==> config.mk <==
export PLATFORM = sky130hd
export DESIGN_NAME = ex_hazard_scheduler
export DESIGN_NICKNAME = d
export VERILOG_FILES = /design/src/rtl/ex_hazard_scheduler.sv
export SDC_FILE = /design/constraint.sdc
export NUM_CORES = 1
export LEC_CHECK = 0
export ABC_CLOCK_PERIOD_IN_PS = 3800
export CAP_MARGIN = 30
export CORE_ASPECT_RATIO = 0.75
export CORE_MARGIN = 8
export CORE_UTILIZATION = 45
export CTS_CLUSTER_DIAMETER = 50
export DETAILED_ROUTE_END_ITERATION = 8
export GPL_ROUTABILITY_DRIVEN = 1
export PLACE_DENSITY = 0.86
export SYNTH_ARGS = -nofsm -noshare
export SYNTH_HDL_FRONTEND = slang
export SYNTH_SLANG_ARGS = --single-unit
==> constraint.sdc <==
create_clock -name clk -period 3.8 [get_ports clk]
set_input_delay 0.76 -clock clk [delete_from_list [all_inputs] [get_ports clk]]
set_output_delay 0.76 -clock clk [all_outputs]
set_load 0.01 [all_outputs]
==> src/rtl/ex_hazard_scheduler.sv <==
// ID/EX hazard scheduler: AI-unit multi-cycle hold, branch flush, load-use stall,
// EX operand forwarding selects and a saturating stall-cycle counter.
module ex_hazard_scheduler #(
    parameter int AI_LAT_SHORT = 2,
    parameter int AI_LAT_LONG  = 6,
    parameter int CNT_W        = 16
) (
    input  logic             clk,
    input  logic             reset,
    input  logic [4:0]       rs1_id,
    input  logic [4:0]       rs2_id,
    input  logic             uses_rs1_id,
    input  logic             uses_rs2_id,
    input  logic [4:0]       rs1_ex,
    input  logic [4:0]       rs2_ex,
    input  logic [4:0]       rd_ex,
    input  logic             memread_ex,
    input  logic             is_ai_ex,
    input  logic [2:0]       ai_opcode_ex,
    input  logic             branch_taken_ex,
    input  logic [4:0]       rd_mem,
    input  logic             regwrite_mem,
    input  logic [4:0]       rd_wb,
    input  logic             regwrite_wb,
    input  logic             stat_clr,
    output logic             pc_stall,
    output logic             ifid_stall,
    output logic             ifid_flush,
    output logic             idex_hold,
    output logic             idex_bubble,
    output logic             exmem_bubble,
    output logic [1:0]       fwd_a,
    output logic [1:0]       fwd_b,
    output logic             ai_start,
    output logic             ai_busy,
    output logic             ai_done,
    output logic [CNT_W-1:0] stall_count
);

    // A latency of 0 behaves like a single-cycle op.
    localparam int LAT_S   = (AI_LAT_SHORT < 1) ? 1 : AI_LAT_SHORT;
    localparam int LAT_L   = (AI_LAT_LONG  < 1) ? 1 : AI_LAT_LONG;
    localparam int LAT_MAX = (LAT_S > LAT_L) ? LAT_S : LAT_L;
    localparam int CW      = $clog2(LAT_MAX + 1) + 3;

    typedef enum logic {
        IDLE = 1'b0,
        RUN  = 1'b1
    } ai_state_t;

    ai_state_t     state;
    ai_state_t     state_nx;
    logic [CW-1:0] cnt;
    logic [CW-1:0] cnt_nx;
    logic [CW-1:0] lat;
    logic          hold;
    logic          load_use;

    assign lat = ai_opcode_ex[2] ? CW'(LAT_L) : CW'(LAT_S);

    function automatic logic [1:0] fwd_sel(
        input logic [4:0] rs,
        input logic [4:0] rdm,
        input logic       rwm,
        input logic [4:0] rdw,
        input logic       rww
    );
        if (rwm && (rdm != 5'd0) && (rdm == rs))
            return 2'b10;
        else if (rww && (rdw != 5'd0) && (rdw == rs))
            return 2'b01;
        else
            return 2'b00;
    endfunction

    always_ff @(posedge clk or posedge reset) begin
        if (reset) begin
            state <= IDLE;
            cnt   <= '0;
        end else begin
            state <= state_nx;
            cnt   <= cnt_nx;
        end
    end

    always_comb begin
        state_nx = state;
        cnt_nx   = cnt;
        case (state)
            IDLE: begin
                if (is_ai_ex && (lat != CW'(1))) begin
                    state_nx = RUN;
                    cnt_nx   = lat - CW'(1);
                end
            end
            RUN: begin
                cnt_nx = cnt - CW'(1);
                if (cnt <= CW'(1)) begin
                    state_nx = IDLE;
                    cnt_nx   = '0;
                end
            end
            default: begin
                state_nx = IDLE;
                cnt_nx   = '0;
            end
        endcase
    end

    assign load_use = memread_ex && (rd_ex != 5'd0) &&
                      ((uses_rs1_id && (rd_ex == rs1_id)) ||
                       (uses_rs2_id && (rd_ex == rs2_id)));

    // Everything is gated by reset so an abandoned AI op never reports done.
    always_comb begin
        hold         = 1'b0;
        ai_start     = 1'b0;
        ai_busy      = 1'b0;
        ai_done      = 1'b0;
        pc_stall     = 1'b0;
        ifid_stall   = 1'b0;
        ifid_flush   = 1'b0;
        idex_hold    = 1'b0;
        idex_bubble  = 1'b0;
        exmem_bubble = 1'b0;
        fwd_a        = 2'b00;
        fwd_b        = 2'b00;
        if (!reset) begin
            case (state)
                IDLE: begin
                    if (is_ai_ex) begin
                        ai_start = 1'b1;
                        if (lat == CW'(1)) ai_done = 1'b1;
                        else               hold    = 1'b1;
                    end
                end
                RUN: begin
                    if (cnt > CW'(1)) hold    = 1'b1;
                    else              ai_done = 1'b1;
                end
                default: ;
            endcase
            ai_busy = hold || (state == RUN);

            if (hold) begin
                pc_stall     = 1'b1;
                ifid_stall   = 1'b1;
                idex_hold    = 1'b1;
                exmem_bubble = 1'b1;
            end else if (branch_taken_ex) begin
                ifid_flush  = 1'b1;
                idex_bubble = 1'b1;
            end else if (load_use) begin
                pc_stall    = 1'b1;
                ifid_stall  = 1'b1;
                idex_bubble = 1'b1;
            end

            fwd_a = fwd_sel(rs1_ex, rd_mem, regwrite_mem, rd_wb, regwrite_wb);
            fwd_b = fwd_sel(rs2_ex, rd_mem, regwrite_mem, rd_wb, regwrite_wb);
        end
    end

    always_ff @(posedge clk or posedge reset) begin
        if (reset)
            stall_count <= '0;
        else if (stat_clr)
            stall_count <= '0;
        else if (pc_stall && (stall_count != {CNT_W{1'b1}}))
            stall_count <= stall_count + CNT_W'(1);
    end

endmodule

==> results.toml <==
[synthesis]
async_flop_share_pct = 100
synth_cell_types = 39
yosysWarnings = 0
synth-seq-cells = 23
synth_edf_count = 0
yosys.area.top_type_share_pct = 33.1
synthFlopType = "dfrtp_1"
yosys-top-cells-area = "dfrtp_1 33%, xnor2_1 11%, o21ai_0 4.9%"
avgSynthCellArea_um2 = 8.45
syn_nets = 257
syn_inst = 206
netlist_area_mm2 = 0.00174
yosysTopAreaCell = "dfrtp_1"
seq_area_frac_synth_pct = 33.1

[routing]
routed_wl_um = 5220
avgViaCountPerCell = 5.51
num_vias = 1853
first_iter_violations = 118
ant_nets = 0
post_drt_wl_per_cell_um = 15.5
drt_first_pass_iters = 6
drcViolationCount = 0

[clock_network]
cts_made_buffers = 3
clk_pin_slew_ns = 0.08
htreeDepth = 1
clockBufferDepth = 2
clkSinkCount = 23
cts_tree = "yes"
cts_setup_buffers = 0
clk_latency_ns = 0.27
cts_root_buffer = "clkbuf_8"

[placed_design]
dp_hpwl_um = 4370
io_buffers = 74
place_ws_ns = 0.0928
gp_congestion = 0.817

[sta]
setup_viol = 0
drv_slew = 0
fin_worst_skew_ns = 0.00550
fin_tns_setup_ns = 0
finalHoldViolations = 0
rsz0062_at_grt = "no"
finalWorstSetupSlack_ns = 0.112
tightest_slew_ns = 0.654
fmax_mhz = 271
post-route-min-period_ns = 3.69
fin_crit_sh_pct = 97.1
slew_headroom_pct = 56.3

[die]
start_util_pct = 47.2
core_mm2 = 0.00368
ioPinCount = 77
chipHeight_um = 69.9
die_w_um = 87.8
num_rows = 19
dieArea_mm2 = 0.00613

[critical_path]
r2r-start = "cnt[0]"
cp-end-kind = "primary output"
crit_arrival_ns = 2.93
worst-path-max-fanout = 3
crit_path_start = "rd_wb[4]"
required_ns = 3.04
start_kind = "input port"
worstSetupPathType = "in2out"

[run_status]
status = "complete, no violations"

[finish]
layout.nets = 336
area_growth_pct = 49.5
diodes = 0
drive_above_1_share_pct = 5.99

[pwr]
vdd_drop_max_mv = 0.227
p_leak_nw = 0.970
powerDensity_mw_per_mm2 = 362

[hold_path]
min_from = "cnt[5]"
hold_path_class = "reg2reg"

[global_route]
antenna_found_initial = 0
grt_pass1_wl_um = 8950
grt_overflow = 0
grt_start_max_net_pins = 26
first_global_vias = 1946
track_usage_pct = 17.9

[flow_run]
drv_cap = 0
## placed cells by master (no fill, tap or decap), types with 4 or more instances in the layout
master           Yosys  routed
a21oi_1             15      15
and2_1               4       4
and3_1               5       5
buf_4                3      10
clkdlybuf4s50_1      0      74
dfrtp_1             23      23
inv_1                5       5
nand2_1             10      10
nand3_1             11      11
nand4_1              5       5
nor2_1              13      13
nor3_1               6       6
nor4_1               6       6
o21ai_0             17      16
o31ai_1              5       5
or3_1                9       9
or4_1                8       8
xnor2_1             22      22
xor2_1               9       9
## metal layers
metal  wire length (µm)  global-route usage [%]
met1               2260                    21.1
met2               2550                    30.4
met3                355                    5.37
met4                 52                    4.56
met5                  0                       0
## repair_timing
| item | CTS | global route |
|---|---|---|
| gates resized for setup | 0 | 1 |
| hold buffers | 0 | 0 |
| endpoints found under the setup margin | 0 | 1 |
## metrics by stage
stage                     cell area [µm²]  power (mW)  util, %  hold slack (ns)  std cells
after floorplan                      1740       0.623        -            0.471        206
after detailed placement             2560       0.796     69.4            0.502        332
final                                2600       0.941     70.6            0.509        336
after global placement               2560       0.777     69.4            0.491        332
after CTS                            2600       0.951     70.6            0.513        336
after global routing                 2600        1.02     70.6            0.539        336
## cell families after synthesis
group,Yosys count,synth area share (%)
AND/OR/NAND/NOR,86,27.6
AO/OA/AOI/OAI,46,15.5
XOR/XNOR,31,15.6
flip-flops,23,33.1
buffers and inverters,15,4.82
adder cells (fa/ha/maj),3,2.16
multiplexers,2,1.22
## sequential cells by signal, indices dropped and copies added (netlist names)
register,cells
cnt,6
state,1
stall_count,16
## worst max-delay path, stage by stage
cell and delay [ns]:
clkdlybuf4s50_1 0.55, or4_1 0.15, o211ai_1 0.09, or4_1 0.54, nor4_1 0.24, clkdlybuf4s50_1 0.61
## report_power, final
group	switching (mW)	internal, mW	total, mW
Clock	0.0766	0.0749	0.152
Combinational	0.228	0.233	0.461
Sequential	0.0440	0.285	0.329
Total	0.349	0.592	0.941
## worst paths after layout
path | to | slack, ns | depth (start not counted)
worst min-delay path | cnt[5] | 0.51 | 1
worst max register to register | stall_count[15] | 1.36 | 9
worst min register to register | cnt[5] | 0.51 | 1
min in group asynchronous | stall_count[2] | 0.90 | 3
worst max-delay path | fwd_a[0] | 0.11 | 6
max in group asynchronous | stall_count[0] | 2.66 | 3
## area by class of cell
type / count / area [µm²]
clock buffers: 4 / 45.0
inverters: 5 / 18.8
repair buffers: 84 / 816
multi-input cells: 168 / 1080
well taps: 52 / 65.1
flip-flops and latches: 23 / 576
fillers: 315 / 1080
## cells in the mapped netlist, drive strengths merged (7+ instances only)
master  number
or4          8
nor2        13
a21oi       16
nor3         7
o21ai       18
nand2       10
xor2         9
or3         10
buf          7
xnor2       22
nand3       11
dfrtp       23
(Power assumes the default switching activity.)
